**config.mk**
```make
export PLATFORM = sky130hd
export DESIGN_NAME = fetch_unit
export DESIGN_NICKNAME = d
export VERILOG_FILES = /design/src/rtl/fetch_pkg.sv /design/src/rtl/fetch_fifo.sv /design/src/rtl/fetch_unit.sv
export SDC_FILE = /design/constraint.sdc
export NUM_CORES = 1
export LEC_CHECK = 0
export ABC_AREA = 1
export ABC_CLOCK_PERIOD_IN_PS = 4700
export CAP_MARGIN = 20
export CORE_ASPECT_RATIO = 0.5
export CORE_UTILIZATION = 53
export DETAILED_ROUTE_END_ITERATION = 8
export PLACE_DENSITY = 0.86
export SYNTH_ARGS = -nofsm -noshare
export SYNTH_HDL_FRONTEND = slang
export SYNTH_SLANG_ARGS = --single-unit
export TNS_END_PERCENT = 1
```
**constraint.sdc**
```tcl
create_clock -name clk -period 4.7 [get_ports clk]
set_input_delay 0.94 -clock clk [delete_from_list [all_inputs] [get_ports clk]]
set_output_delay 0.94 -clock clk [all_outputs]
set_load 0.01 [all_outputs]
```
**src/rtl/fetch_pkg.sv**
```systemverilog
// Shared widths, constants and the decode-facing entry type for the fetch stage.
package fetch_pkg;

    localparam int unsigned XLEN_DEF = 64;
    localparam int unsigned ILEN_DEF = 32;

    localparam logic [ILEN_DEF-1:0] NOP_INSTR = 32'h0000_0013;

    typedef struct packed {
        logic [XLEN_DEF-1:0] pc;
        logic [ILEN_DEF-1:0] instr;
    } fetch_entry_t;

endpackage

```
**src/rtl/fetch_fifo.sv**
```systemverilog
// Generic synchronous FIFO; clear empties it in one cycle and overrides push/pop.
// A push while full is accepted only when a pop frees the slot in the same cycle.
module fetch_fifo #(
    parameter int unsigned WIDTH = 8,
    parameter int unsigned DEPTH = 2,
    localparam int unsigned CW   = $clog2(DEPTH) + 1
) (
    input  logic             clk,
    input  logic             rst,
    input  logic             push,
    input  logic [WIDTH-1:0] wdata,
    input  logic             pop,
    input  logic             clear,
    output logic [WIDTH-1:0] rdata,
    output logic             full,
    output logic             empty,
    output logic [CW-1:0]    count
);

    localparam int unsigned PW = (DEPTH > 1) ? $clog2(DEPTH) : 1;

    logic [WIDTH-1:0] mem_q [DEPTH];
    logic [PW-1:0]    wptr_q;
    logic [PW-1:0]    rptr_q;
    logic [CW-1:0]    cnt_q;
    logic             do_push;
    logic             do_pop;

    // Wrap explicitly so DEPTH=1 (single pointer value) stays legal.
    function automatic logic [PW-1:0] ptr_inc(input logic [PW-1:0] p);
        return (p == PW'(DEPTH - 1)) ? '0 : p + 1'b1;
    endfunction

    assign empty   = (cnt_q == '0);
    assign full    = (cnt_q == CW'(DEPTH));
    assign count   = cnt_q;
    assign rdata   = mem_q[rptr_q];
    assign do_pop  = pop & ~empty;
    assign do_push = push & (~full | do_pop);

    always_ff @(posedge clk or negedge rst) begin
        if (!rst) begin
            wptr_q <= '0;
            rptr_q <= '0;
            cnt_q  <= '0;
            for (int unsigned i = 0; i < DEPTH; i++) begin
                mem_q[i] <= '0;
            end
        end else if (clear) begin
            wptr_q <= '0;
            rptr_q <= '0;
            cnt_q  <= '0;
        end else begin
            if (do_push) begin
                mem_q[wptr_q] <= wdata;
                wptr_q        <= ptr_inc(wptr_q);
            end
            if (do_pop) begin
                rptr_q <= ptr_inc(rptr_q);
            end
            if (do_push && !do_pop) begin
                cnt_q <= cnt_q + 1'b1;
            end else if (!do_push && do_pop) begin
                cnt_q <= cnt_q - 1'b1;
            end
        end
    end

endmodule

```
**src/rtl/fetch_unit.sv**
```systemverilog
// Instruction fetch: credit-limited requests to imem, in-order response tagging,
// flush-driven response dropping and a registered output buffer towards decode.
module fetch_unit
    import fetch_pkg::*;
#(
    parameter int unsigned XLEN  = XLEN_DEF,
    parameter int unsigned ILEN  = ILEN_DEF,
    parameter int unsigned DEPTH = 2
) (
    input  logic            clk,
    input  logic            rst,
    input  logic [XLEN-1:0] pc,
    output logic            pc_stall,
    input  logic            flush,
    output logic            imem_req_valid,
    input  logic            imem_req_ready,
    output logic [XLEN-1:0] imem_req_addr,
    input  logic            imem_rsp_valid,
    input  logic [ILEN-1:0] imem_rsp_data,
    output logic            id_valid,
    input  logic            id_ready,
    output logic [XLEN-1:0] id_pc,
    output logic [ILEN-1:0] id_instr,
    output logic            rsp_err
);

    localparam int unsigned CW = $clog2(DEPTH) + 1;
    localparam int unsigned SW = CW + 2;
    localparam int unsigned EW = XLEN + ILEN;

    logic          run_q;
    logic [CW-1:0] inflight_q, inflight_d;
    logic [CW-1:0] drop_cnt_q, drop_cnt_d;
    logic          err_q, err_d;

    logic [CW-1:0] occ;
    logic [SW-1:0] pending;
    logic          credit;
    logic          req_fire;
    logic          rsp_drop;
    logic          rsp_take;
    logic          rsp_spur;
    logic          buf_push;
    logic          buf_pop;
    logic          buf_empty;
    logic          buf_full;
    logic [EW-1:0] head;
    logic [XLEN-1:0] tag_pc;
    logic          tag_full;
    logic          tag_empty;
    logic [CW-1:0] tag_cnt;
    logic          unused_fifo_flags;

    function automatic logic [CW-1:0] sat(input logic [SW-1:0] v);
        return (v > SW'(DEPTH)) ? CW'(DEPTH) : v[CW-1:0];
    endfunction

    // Credit uses registered counts only, so id_ready never reaches imem_req_valid.
    assign pending        = SW'(inflight_q) + SW'(drop_cnt_q);
    assign credit         = (pending + SW'(occ)) < SW'(DEPTH);
    assign imem_req_valid = run_q & credit & ~flush;
    assign imem_req_addr  = pc;
    assign req_fire       = imem_req_valid & imem_req_ready;
    assign pc_stall       = ~(run_q & (flush | req_fire));

    assign rsp_drop = imem_rsp_valid & (drop_cnt_q != '0);
    assign rsp_take = imem_rsp_valid & (drop_cnt_q == '0) & (inflight_q != '0);
    assign rsp_spur = imem_rsp_valid & (drop_cnt_q == '0) & (inflight_q == '0);
    assign buf_push = rsp_take & ~flush;
    assign buf_pop  = id_valid & id_ready;

    always_comb begin
        inflight_d = inflight_q;
        drop_cnt_d = drop_cnt_q;
        err_d      = err_q | rsp_spur;
        if (flush) begin
            // Everything outstanding becomes a drop; a response arriving now is one of them.
            inflight_d = '0;
            drop_cnt_d = sat(pending - SW'(imem_rsp_valid & (pending != '0)));
        end else begin
            drop_cnt_d = drop_cnt_q - CW'(rsp_drop);
            inflight_d = sat(SW'(inflight_q) + SW'(req_fire) - SW'(rsp_take));
        end
    end

    always_ff @(posedge clk or negedge rst) begin
        if (!rst) begin
            run_q      <= 1'b0;
            inflight_q <= '0;
            drop_cnt_q <= '0;
            err_q      <= 1'b0;
        end else begin
            run_q      <= 1'b1;
            inflight_q <= inflight_d;
            drop_cnt_q <= drop_cnt_d;
            err_q      <= err_d;
        end
    end

    fetch_fifo #(
        .WIDTH (XLEN),
        .DEPTH (DEPTH)
    ) u_tag_q (
        .clk   (clk),
        .rst   (rst),
        .push  (req_fire),
        .wdata (pc),
        .pop   (rsp_take),
        .clear (flush),
        .rdata (tag_pc),
        .full  (tag_full),
        .empty (tag_empty),
        .count (tag_cnt)
    );

    fetch_fifo #(
        .WIDTH (EW),
        .DEPTH (DEPTH)
    ) u_out_buf (
        .clk   (clk),
        .rst   (rst),
        .push  (buf_push),
        .wdata ({tag_pc, imem_rsp_data}),
        .pop   (buf_pop),
        .clear (flush),
        .rdata (head),
        .full  (buf_full),
        .empty (buf_empty),
        .count (occ)
    );

    assign unused_fifo_flags = ^{tag_full, tag_empty, tag_cnt, buf_full};

    assign id_valid = ~buf_empty;
    assign id_pc    = id_valid ? head[EW-1:ILEN] : '0;
    assign id_instr = id_valid ? head[ILEN-1:0] : '0;
    assign rsp_err  = err_q;

endmodule
```
[Word-level counts from Yosys, hierarchy flattened]
Index checks and enable logic that the tools add are counted.
Operators by class
  add/sub/neg operators: 14
  magnitude comparators: 9
  eq/ne operators: 2
  mux-type cells: 36
  bitwise gates (word level): 29
  reductions and logical operators: 25
Operators by type and width (number)
  two-way mux 96 bit: 4
  two-way mux 64 bit: 5
  bitwise mux 192 bit: 1
  bitwise mux 128 bit: 1
  demux 96 bit (select 1 bit): 1
  demux 64 bit (select 1 bit): 1
  two-way mux 32 bit: 1
  two-way mux 2 bit: 10
  AND 1 bit: 15
  two-way mux 1 bit: 12
  nonzero test 2 bit: 6
  >= comparator 2 bit (second input constant): 4
  greater-than comparator 4 x 2 -> 1 bit (second input constant): 2
  logical NOT 2 bit: 4
  inverter 1 -> 2 bit: 4
  subtractor 3 x 1 -> 4 bit: 2
  logical AND 1 bit: 6
  inverter 1 bit: 6
  nonzero test 3 bit: 2
  adder 1 bit (second input constant): 4
  adder 2 x 1 -> 2 bit (second input constant): 2
  adder 3 x 2 -> 4 bit: 1
  == test 2 bit (second input constant): 2
  logical NOT 1 bit: 4
  other kinds (9): 15
Storage, ports and cells
  bits in registers: 334
  input port bits: 102
  output and inout bits: 164
  logic and storage cells: 129

[Longest topological paths before layout]
Gate-level depths: netlist of the first run.
  depth in word-level cells: 12
  mapped depth: 17
  gate-level depth less buffers: 17

[Modules after synthesis]
From an unflattened synthesis of the first run, not the netlist that was laid out.
Unflattened totals
  cells, all modules: 2123
  area total of the unflattened synthesis: 17621.9 um2
By module, submodules not included
  fetch_fifo at u_out_buf: instances 1, cells each 1062, area each 9332.7 um2, sequential area each 4904.7 um2
  fetch_fifo at u_tag_q: instances 1, cells each 721, area each 6449.9 um2, sequential area each 3303.2 um2
  fetch_unit: instances 1, cells each 340, area each 1839.3 um2, sequential area each 150.1 um2

[Least setup slack after synthesis of the first run]
OpenSTA, ideal clock, no wires.
  path kind: flip-flop to flip-flop
  start point: reg drop_cnt_q[0]
  end point: reg inflight_q[1]
  library setup time: 0.114 ns
  data arrival time: 3.235 ns
  required time: 4.586 ns
  path slack: 1.351 ns
  stages on the path, launching flop included: 15
  path buffers: 0
  period minus slack after synthesis: 3.349 ns
  cell sequence: dfrtp_1 -> ha_1 -> fa_1 -> inv_1 -> fa_1 -> nand3_2 -> nor2_2 -> nand3_2 -> ha_1 -> inv_1 -> ha_1 -> fa_1 -> nand3b_1 -> nand2_1 -> inv_1
On the way
  longest elaborated chain between the ends: 11
  elaborated cells between the ends (all ways): 14
  classes of those cells: 4 x add/sub; 2 x order compare; 2 x mux; 5 x bitwise; 1 x reduce/logical
RTL lines
  start: declaration: line fetch_unit.sv:33  | logic [CW-1:0] drop_cnt_q, drop_cnt_d;
  start signal: assignment: line fetch_unit.sv:95  | drop_cnt_q <= drop_cnt_d;
  adder 2 x 2 -> 3 bit: line fetch_unit.sv:59  | assign pending = SW'(inflight_q) + SW'(drop_cnt_q);
  adder 3 x 2 -> 4 bit: line fetch_unit.sv:60  | assign credit = (pending + SW'(occ)) < SW'(DEPTH);
  < comparator 4 x 2 -> 1 bit: line fetch_unit.sv:60
  AND 1 bit (2 in series): line fetch_unit.sv:61  | assign imem_req_valid = run_q & credit & ~flush;
  AND 1 bit: line fetch_unit.sv:63  | assign req_fire = imem_req_valid & imem_req_ready;
  adder 2 x 1 -> 3 bit: line fetch_unit.sv:82  | inflight_d = sat(SW'(inflight_q) + SW'(req_fire) - SW'(rsp_take));
  subtractor 3 x 1 -> 4 bit (*): line fetch_unit.sv:82
  greater-than comparator 4 x 2 -> 1 bit: line fetch_unit.sv:55  | return (v > SW'(DEPTH)) ? CW'(DEPTH) : v[CW-1:0];
  two-way mux 2 bit (*): line fetch_unit.sv:55
  two-way mux 2 bit (*): line fetch_unit.sv:76  | if (flush) begin
  named net inflight_d[1]: line fetch_unit.sv:32  | logic [CW-1:0] inflight_q, inflight_d;
  end signal: assignment: line fetch_unit.sv:94  | inflight_q <= inflight_d;
  end: declaration: line fetch_unit.sv:32
The timed path passes the listed nets; every way through them passes the cells marked *.
A chain may end at the register's enable or synchronous reset.

[Worst setup path after layout of the first run]
  start point: reg drop_cnt_q[0]
  end point: out pc_stall
On the way
  longest elaborated chain between the ends: 9
RTL lines
  adder 2 x 2 -> 3 bit: line fetch_unit.sv:59
  adder 3 x 2 -> 4 bit: line fetch_unit.sv:60
  < comparator 4 x 2 -> 1 bit: line fetch_unit.sv:60
  AND 1 bit (2 in series): line fetch_unit.sv:61
  AND 1 bit: line fetch_unit.sv:63
  OR 1 bit: line fetch_unit.sv:64  | assign pc_stall = ~(run_q & (flush | req_fire));
  AND 1 bit: line fetch_unit.sv:64
  inverter 1 bit: line fetch_unit.sv:64
  end: declaration: line fetch_unit.sv:13  | output logic pc_stall,
No other way between the ends.

==> results.md, run 1 <==
* Post-CTS setup buffers at 0
* Cell row count at 43
* Max Clock Skew at 0.0194 ns
* Sw power at 0.00344 W
* Seq/Total Area, Yosys at 0.548
* Worst Setup EP: pc_stall
* Max-cap violations at 0
* Nets at 2034
* Remaining antenna violation count after routing at 0
* Period minus WS final at 4.29 ns
* Post-Syn Area at between 15000 and 20000 µm²
* Mapped Nets at 1902
* Pins Over Slew Limit at 0
* Post-Synth XOR/XNOR Area at 0.00172
* Sw Ratio at 0.339
* Peak VDD IR at 0.274 mV
* 1st-iter DRT viols at 1156
* R2R cell count at 14
* Maximum clock insertion buffer count at 3
* Initial Utilization at 0.545
* Routed via count at 12.5k
* Warnings, synthesis at 0
* CTS tree: yes
* Resized cells post-CTS at 0
* Largest net degree at the start of global routing at approximately 190
* Die height at 122 µm
* DP HPWL at around 22000 µm
* Final Setup Violations at 0
* Setup Slack @ Placement at 0.996 ns
* Hold_buf cts at 0
* Antenna cells at 0
* Post-synthesis compound-gate area fraction at 0.162
* Crit-path max FO at 6
* DR pass1 iterations at 5
* Die area at between 20000 and 30000 µm²
* R2R Setup Slk at 1.11 ns
* Port buffer count at approximately 270
* Initial antenna violation count at 0
* P_leak at 8.42 nW
* Worst skew pair latency at 0.56 ns
* Clk pin slew, worst setup/hold paths at roughly 0.070 ns
* Syn Area/Cell at 8.52 µm²
* Slew @ Worst Pin at approximately 0.9 ns
* Post-Syn Instances at between 1.5k and 2k
* GP Congestion at 0.843
* Req. time, crit path at between 3 and 4 ns
* Pint at 0.00672 W
* RSZ-0062 raised after global routing: no
* Die Wd at between 200 and 250 µm
* DR vias/cell at 5.36
* Io pins at 266
* DRC viols at 0
* Layout fillers at 2219
* Core box area at 28000 µm²
* Max H-tree Level at 1
* FF+latch count, synth at 334
* Final hold viol count at 0
* Area contributors post-synth: dfrtp_1, nand2_1, a31oi_1
* Startpoint types: register
* Max_slew headroom at 0.402
* Critical path origin: drop_cnt_q[0]
* Area leader, netlist: dfrtp_1
* Synth cell types at 31
* Total Wirelength at 36300 µm
* Layout area overhead at 21.3%
* Fmax at 233 MHz
* Post-synthesis simple-gate area fraction at 0.174
* First-pass GRT wire length at approximately 60000 µm
* R2R Path Start: drop_cnt_q[0]
* Largest family of logic cells by synthesized area: simple AND/OR/NAND/NOR gates
* Outcome: finished clean
* Comb power frac at 0.328
* Post-route cell area at 18500 µm²
* Multiplexer share of the synthesized area at 0
* Clock Power Share at 0.236
* Post-synth top area share at 0.548
* Pwr Density at around 550 nW/µm²
* Setup crit end kind: primary output
* TNS Setup at 0 ns
* Sequential share of power at 0.436
* Adder-Cell Fraction of Synth Area at 0.0105
* CP arrival at 3.35 ns
* Fraction of layout cells with a size suffix above 1 at 0.0525
* WS Path Type: register to primary output
* CTS buffer count at 29
* Hold Crit Class: input port to async pin
* All-Layer GR Usage at 0.243
* CTS root buf: clkbuf_16
* Fin worst setup slack at roughly 0.41 ns
* Avg WL per Cell at 15.6 µm
* R2R Path End: inflight_q[1]
* Placed Instance Area at 17500 µm²
* Vias in the first global route at 11.5k
* Clock sinks at approximately 330
* Final worst-path cycle share at 0.913
* Grt total ovfl at 0
-- per-layer routing --
layer | part of all wire | track usage | vias to the layer above | wire length (µm)
li1 | - | - | 6036 | -
met1 | 0.44 | 0.336 | 5957 | 15900
met2 | 0.49 | 0.405 | 389 | 17700
met3 | 0.046 | 0.0313 | 77 | 1670
met4 | 0.028 | 0.0787 | 0 | 1000
met5 | 0 | 0 | - | 0
-- flip-flops by register name (all words and copies together), names as in the netlist --
signal and cells:
u_out_buf.rptr_q 1, u_out_buf.count 2, drop_cnt_q 2, rsp_err 1, run_q 1, inflight_q 2
u_tag_q.rptr_q 1, u_out_buf.mem_q 192, u_tag_q.wptr_q 1, u_tag_q.count 2, u_tag_q.mem_q 128, u_out_buf.wptr_q 1
-- synthesized netlist by cell type --
master and count:
a21oi_1 133, a31oi_1 128, buf_1 6, buf_2 43, buf_4 78, buf_6 8
clkbuf_1 45, clkinv_1 1, conb_1 1, dfrtp_1 334, fa_1 3, ha_1 8
inv_1 127, inv_2 6, nand2_1 489, nand2_2 1, nand3_1 8, nand3_2 3
nand3b_1 3, nand4_1 4, nor2_1 169, nor2_2 1, nor2_4 4, o211ai_1 1
o21ai_0 55, o21ai_1 104, o21ai_2 20, o21bai_1 1, o22ai_1 2, xnor2_1 2
xor2_1 1
-- cell families after synthesis --
logic type | after synthesis
xor gates and xnor gates | 3
buffers and inverters | 314
other | 1
AOI/OAI and AO/OA | 444
DFF | 334
and+or+nand+nor | 682
adders and majority gates | 11
-- through the flow --
step / util / instances / total power [W] / hold WS, ns
after global placement: 0.627 / 2272 / 0.00764 / 0.465
final: 0.661 / 2324 / 0.0102 / 0.432
after CTS: 0.661 / 2324 / 0.0102 / 0.467
after global routing: 0.661 / 2324 / 0.0108 / 0.499
after detailed placement: 0.627 / 2272 / 0.00780 / 0.468
after floorplan: - / 1789 / 0.00645 / 0.453
-- power groups by stage --
| stage | clock network, W | logic (W) | registers [W] |
|---|---|---|---|
| 4_1_cts | 0.00243 | 0.00337 | 0.00442 |
| 3_5_place_dp | 0 | 0.00334 | 0.00447 |
| 2_1_floorplan | 0 | 0.00215 | 0.00430 |
| 3_3_place_gp | 0 | 0.00323 | 0.00441 |
| 6_report | 0.00239 | 0.00334 | 0.00443 |
| 5_1_grt | 0.00253 | 0.00373 | 0.00456 |
-- critical path: stages, from the launching register on --
cell	delay [ns]
dfrtp_1	0.42
ha_1	0.21
fa_1	0.54
inv_1	0.09
fa_1	0.56
nand3_2	0.08
nor2_2	0.10
nand3_2	0.17
nand2_1	0.10
nand2_1	0.05
clkdlybuf4s50_1	0.47
-- layout by cell type (no fill, tap or decap), types with 5 or more instances in the layout --
master           instances
clkinv_2                 5
buf_12                   8
dfrtp_1                332
clkbuf_8                 6
clkbuf_16               29
clkbuf_1                 9
clkdlybuf4s50_1        264
nor2_4                   5
a21oi_1                133
inv_2                    7
buf_4                    8
nand3_1                  8
o21ai_1                104
o21ai_2                 20
o21ai_0                 55
ha_1                     8
nor2_1                 168
nand2_1                487
inv_1                  126
a31oi_1                128
-- area by class of cell --
type | instances | area, µm² | share of cell area
sequential | 334 | 8360 | 0.452
multi-input combinational | 1141 | 5320 | 0.288
timing repair buffer | 281 | 2880 | 0.156
clock buffer | 44 | 842 | 0.0456
inverter | 134 | 505 | 0.0273
tap | 382 | 478 | 0.0259
clock inverter | 8 | 93.8 | 0.00508
-- worst min-delay path by stage --
stage / endpoint / slack (ns) / cells after the start
2_1_floorplan: u_out_buf.mem_q[0] / 0.45 / 2
3_3_place_gp: u_out_buf.mem_q[4] / 0.47 / 2
3_5_place_dp: u_tag_q.mem_q[18] / 0.47 / 2
4_1_cts: u_out_buf.mem_q[172] / 0.47 / 1
5_1_grt: u_tag_q.mem_q[23] / 0.50 / 2
6_report: u_tag_q.mem_q[44] / 0.43 / 1
Power figures use the tool's default switching activity.
==> run 2, diff against run 1 <==
--- a/config.mk
+++ b/config.mk
@@ -6,12 +6,12 @@
 export NUM_CORES = 1
 export LEC_CHECK = 0
 export ABC_AREA = 1
-export ABC_CLOCK_PERIOD_IN_PS = 4700
+export ABC_CLOCK_PERIOD_IN_PS = 3500
 export CAP_MARGIN = 20
 export CORE_ASPECT_RATIO = 0.5
-export CORE_UTILIZATION = 53
+export CORE_UTILIZATION = 48
 export DETAILED_ROUTE_END_ITERATION = 8
-export PLACE_DENSITY = 0.86
+export PLACE_DENSITY = 0.83
 export SYNTH_ARGS = -nofsm -noshare
 export SYNTH_HDL_FRONTEND = slang
 export SYNTH_SLANG_ARGS = --single-unit
==> constraint.sdc (replaced) <==
create_clock -name clk -period 3.5 [get_ports clk]
set_input_delay 0.7 -clock clk [delete_from_list [all_inputs] [get_ports clk]]
set_output_delay 0.7 -clock clk [all_outputs]
set_load 0.01 [all_outputs]
==> run 2 against run 1 <==
Net effect: total power increased by 39%; critical path depth unchanged; first-iteration DRC count increased by 4.5%; via count increased by 0.28%; sequential power increased by 33%.
==> results.md, run 2 (synthesized netlist as in run 1, its figures left out) <==
* Hold_buf cts at 0 (unchanged)
* TNS Setup at 0 ns (unchanged)
* Setup Slack @ Placement at 0.0414 ns (-0.954 ns)
* Total Wirelength at 37300 µm (+2.7%)
* Peak VDD IR at 0.308 mV (+12%)
* Req. time, crit path at 2.80 ns (-0.96 ns)
* Period minus WS final at 3.45 ns
* P_leak at 8.57 nW (+1.7%)
* Max_slew headroom at 0.421 (+0.0187)
* Avg WL per Cell at 15.6 µm (+0.29%)
* 1st-iter DRT viols at 1208 (+4.5%)
* DP HPWL at 23200 µm (+6.4%)
* Nets at 2049 (+0.74%)
* Port buffer count at 265 (unchanged)
* Worst skew pair latency at 0.57 ns (about the same)
* Clock Power Share at 0.258 (+0.022)
* Final worst-path cycle share at 0.985
* Die area at 32500 µm² (+10%)
* Outcome: finished clean
* Initial Utilization at 0.495 (-0.0499)
* DRC viols at 0 (unchanged)
* Antenna cells at 0 (unchanged)
* Sequential Area at 8360 µm² (unchanged)
* Layout fillers at 2548 (+15%)
* GP Congestion at 0.853 (+1.1%)
* CP arrival at 2.75 ns (-0.60 ns)
* Max Clock Skew at 0.0135 ns (-0.00592 ns)
* Io pins at 266 (unchanged)
* DR pass1 iterations at 5 (unchanged)
* Most frequent cells in the layout: nand2_1, dfrtp_1, clkdlybuf4s50_1
* Clk pin slew, worst setup/hold paths at 0.07 ns (about the same)
* Maximum clock insertion buffer count at 3 (unchanged)
* Startpoint types: register
* Core box area at 30800 µm² (+10%)
* Comb power frac at 0.326 (-0.002)
* PnR Total Power at 0.0142 W (+39%)
* CTS root buf: clkbuf_16
* Pint at 0.00945 W (+41%)
* Max H-tree Level at 1 (unchanged)
* Hold Crit Class: input port to async pin
* Routed via count at 12.5k (+0.28%)
* Worst path max stage delay at 0.53 ns (-0.03 ns)
* Leading cell type in the layout, fill and taps excluded: nand2_1
* Largest regs: u_out_buf.mem_q x192, u_tag_q.mem_q x128
* Crit-path max FO at 2 (-4)
* CTS buffer count at 30 (+3.4%)
* Most flops, register: u_out_buf.mem_q
* Vias in the first global route at 12.0k (+4.3%)
* Slowest CP cell: fa_1
* Sequential share of power at 0.417 (-0.019)
* Setup crit end kind: primary output
* Largest net degree at the start of global routing at 129 (-33%)
* RSZ-0062 raised after global routing: yes
* Slew @ Worst Pin at 0.869 ns (-0.0281 ns)
* Cell row count at 45 (+4.7%)
* WS Path Type: register to primary output
* Area of the multi-input gates at 5330 µm² (+0.21%)
* Pwr Density at 751 nW/µm² (+37%)
* Die Wd at 254 µm (+5.0%)
* Die height at 128 µm (+5.0%)
* Pins Over Slew Limit at 0 (unchanged)
* All-Layer GR Usage at 0.230 (-0.0130)
* Final Setup Violations at 0 (unchanged)
* Grt total ovfl at 0 (unchanged)
* Remaining antenna violation count after routing at 0 (unchanged)
* CP cell instances: ha_2 > fa_1 > inv_2 > fa_1 > nand3_2 > nor2_2 > nand3_2 > nand2_1 > nand2_1 > buf_2
* Fin worst setup slack at 0.0521 ns (-0.358 ns)
* Layout area overhead at 23.8%
* CTS tree: yes
* DR vias/cell at 5.25 (-2.1%)
* Max-cap violations at 0 (unchanged)
* Initial antenna violation count at 0 (unchanged)
* Sw Ratio at 0.333 (-0.00562)
* Final hold viol count at 0 (unchanged)
* Fraction of layout cells with a size suffix above 1 at 0.0659 (+0.0134)
* Sw power at 0.00472 W (+37%)
* Fmax at 290 MHz
* Clock sinks at 334 (unchanged)
* First-pass GRT wire length at 60100 µm (+2.9%)
* Largest register FFs at 192 (unchanged)
-- run 2: cell count changes in the layout (fill, tap and decap cells not counted), moves of 3 or more --
cell and change:
buf_12 +4, buf_4 +10, bufinv_16 +4, clkbuf_1 -4, clkinv_2 -3
-- run 2: area by class of cell --
class / instances / area share
Multi-Input combinational cell: 1141 / 0.283
Tap cell: 423 / 0.0281
Clock buffer: 42 / 0.0459
Sequential cell: 334 / 0.443
Timing Repair Buffer: 295 / 0.160
Inverter: 134 / 0.0268
Clock inverter: 12 / 0.0129
-- run 2: per-layer routing --
layer | global-route usage | share of wire
met4 | 0.0939 | 0.036
met1 | 0.297 | 0.42
met5 | 0 | 0
met2 | 0.395 | 0.50
met3 | 0.0325 | 0.046
-- run 2: repair_timing --
action / in CTS / in global routing
resized for setup: 11 / 2
pin swaps: 5 / 1
buffers inserted: 5 / 0
endpoints found under the setup margin: 2 / 4
-- run 2: metrics by stage --
step                utilization  hold slack, ns  cell area [µm²]  std cells
floorplan                     -           0.404            15200       1789
global placement          0.575           0.465            17700       2322
detailed placement        0.575           0.469            17700       2322
CTS                       0.612           0.176            18900       2381
global route              0.613           0.184            18900       2381
finish                    0.613           0.120            18900       2381
-- run 2: power by group through the flow --
stage               registers, W  clock network [W]  logic [W]
global placement         0.00589                  0    0.00444
CTS                      0.00589            0.00370    0.00466
detailed placement       0.00595                  0    0.00459
global route             0.00605            0.00387    0.00515
finish                   0.00590            0.00365    0.00461
floorplan                0.00577                  0    0.00289
-- run 2: worst max-delay path: cells and delay by family, from the launching register on --
kind / cells / cell delay, ns
fa+ha+maj: 3 / 1.24
flops: 1 / 0.39
simple gates: 5 / 0.36
buf+inv: 2 / 0.19
-- run 2: worst paths after layout --
| check | cells past startpoint | to | slack [ns] | startpoint |
|---|---|---|---|---|
| worst max-delay path | 10 | pc_stall | 0.05 | drop_cnt_q[0] |
| worst min-delay path | 1 | u_out_buf.mem_q[81] | 0.12 | rst |
| worst max register to register | 15 | inflight_q[1] | 0.11 | drop_cnt_q[0] |
| worst min register to register | 2 | u_tag_q.mem_q[26] | 0.48 | u_tag_q.mem_q[26] |
| max in group asynchronous | 2 | u_out_buf.mem_q[120] | 2.48 | rst |
| min in group clk | 2 | u_tag_q.mem_q[26] | 0.48 | u_tag_q.mem_q[26] |
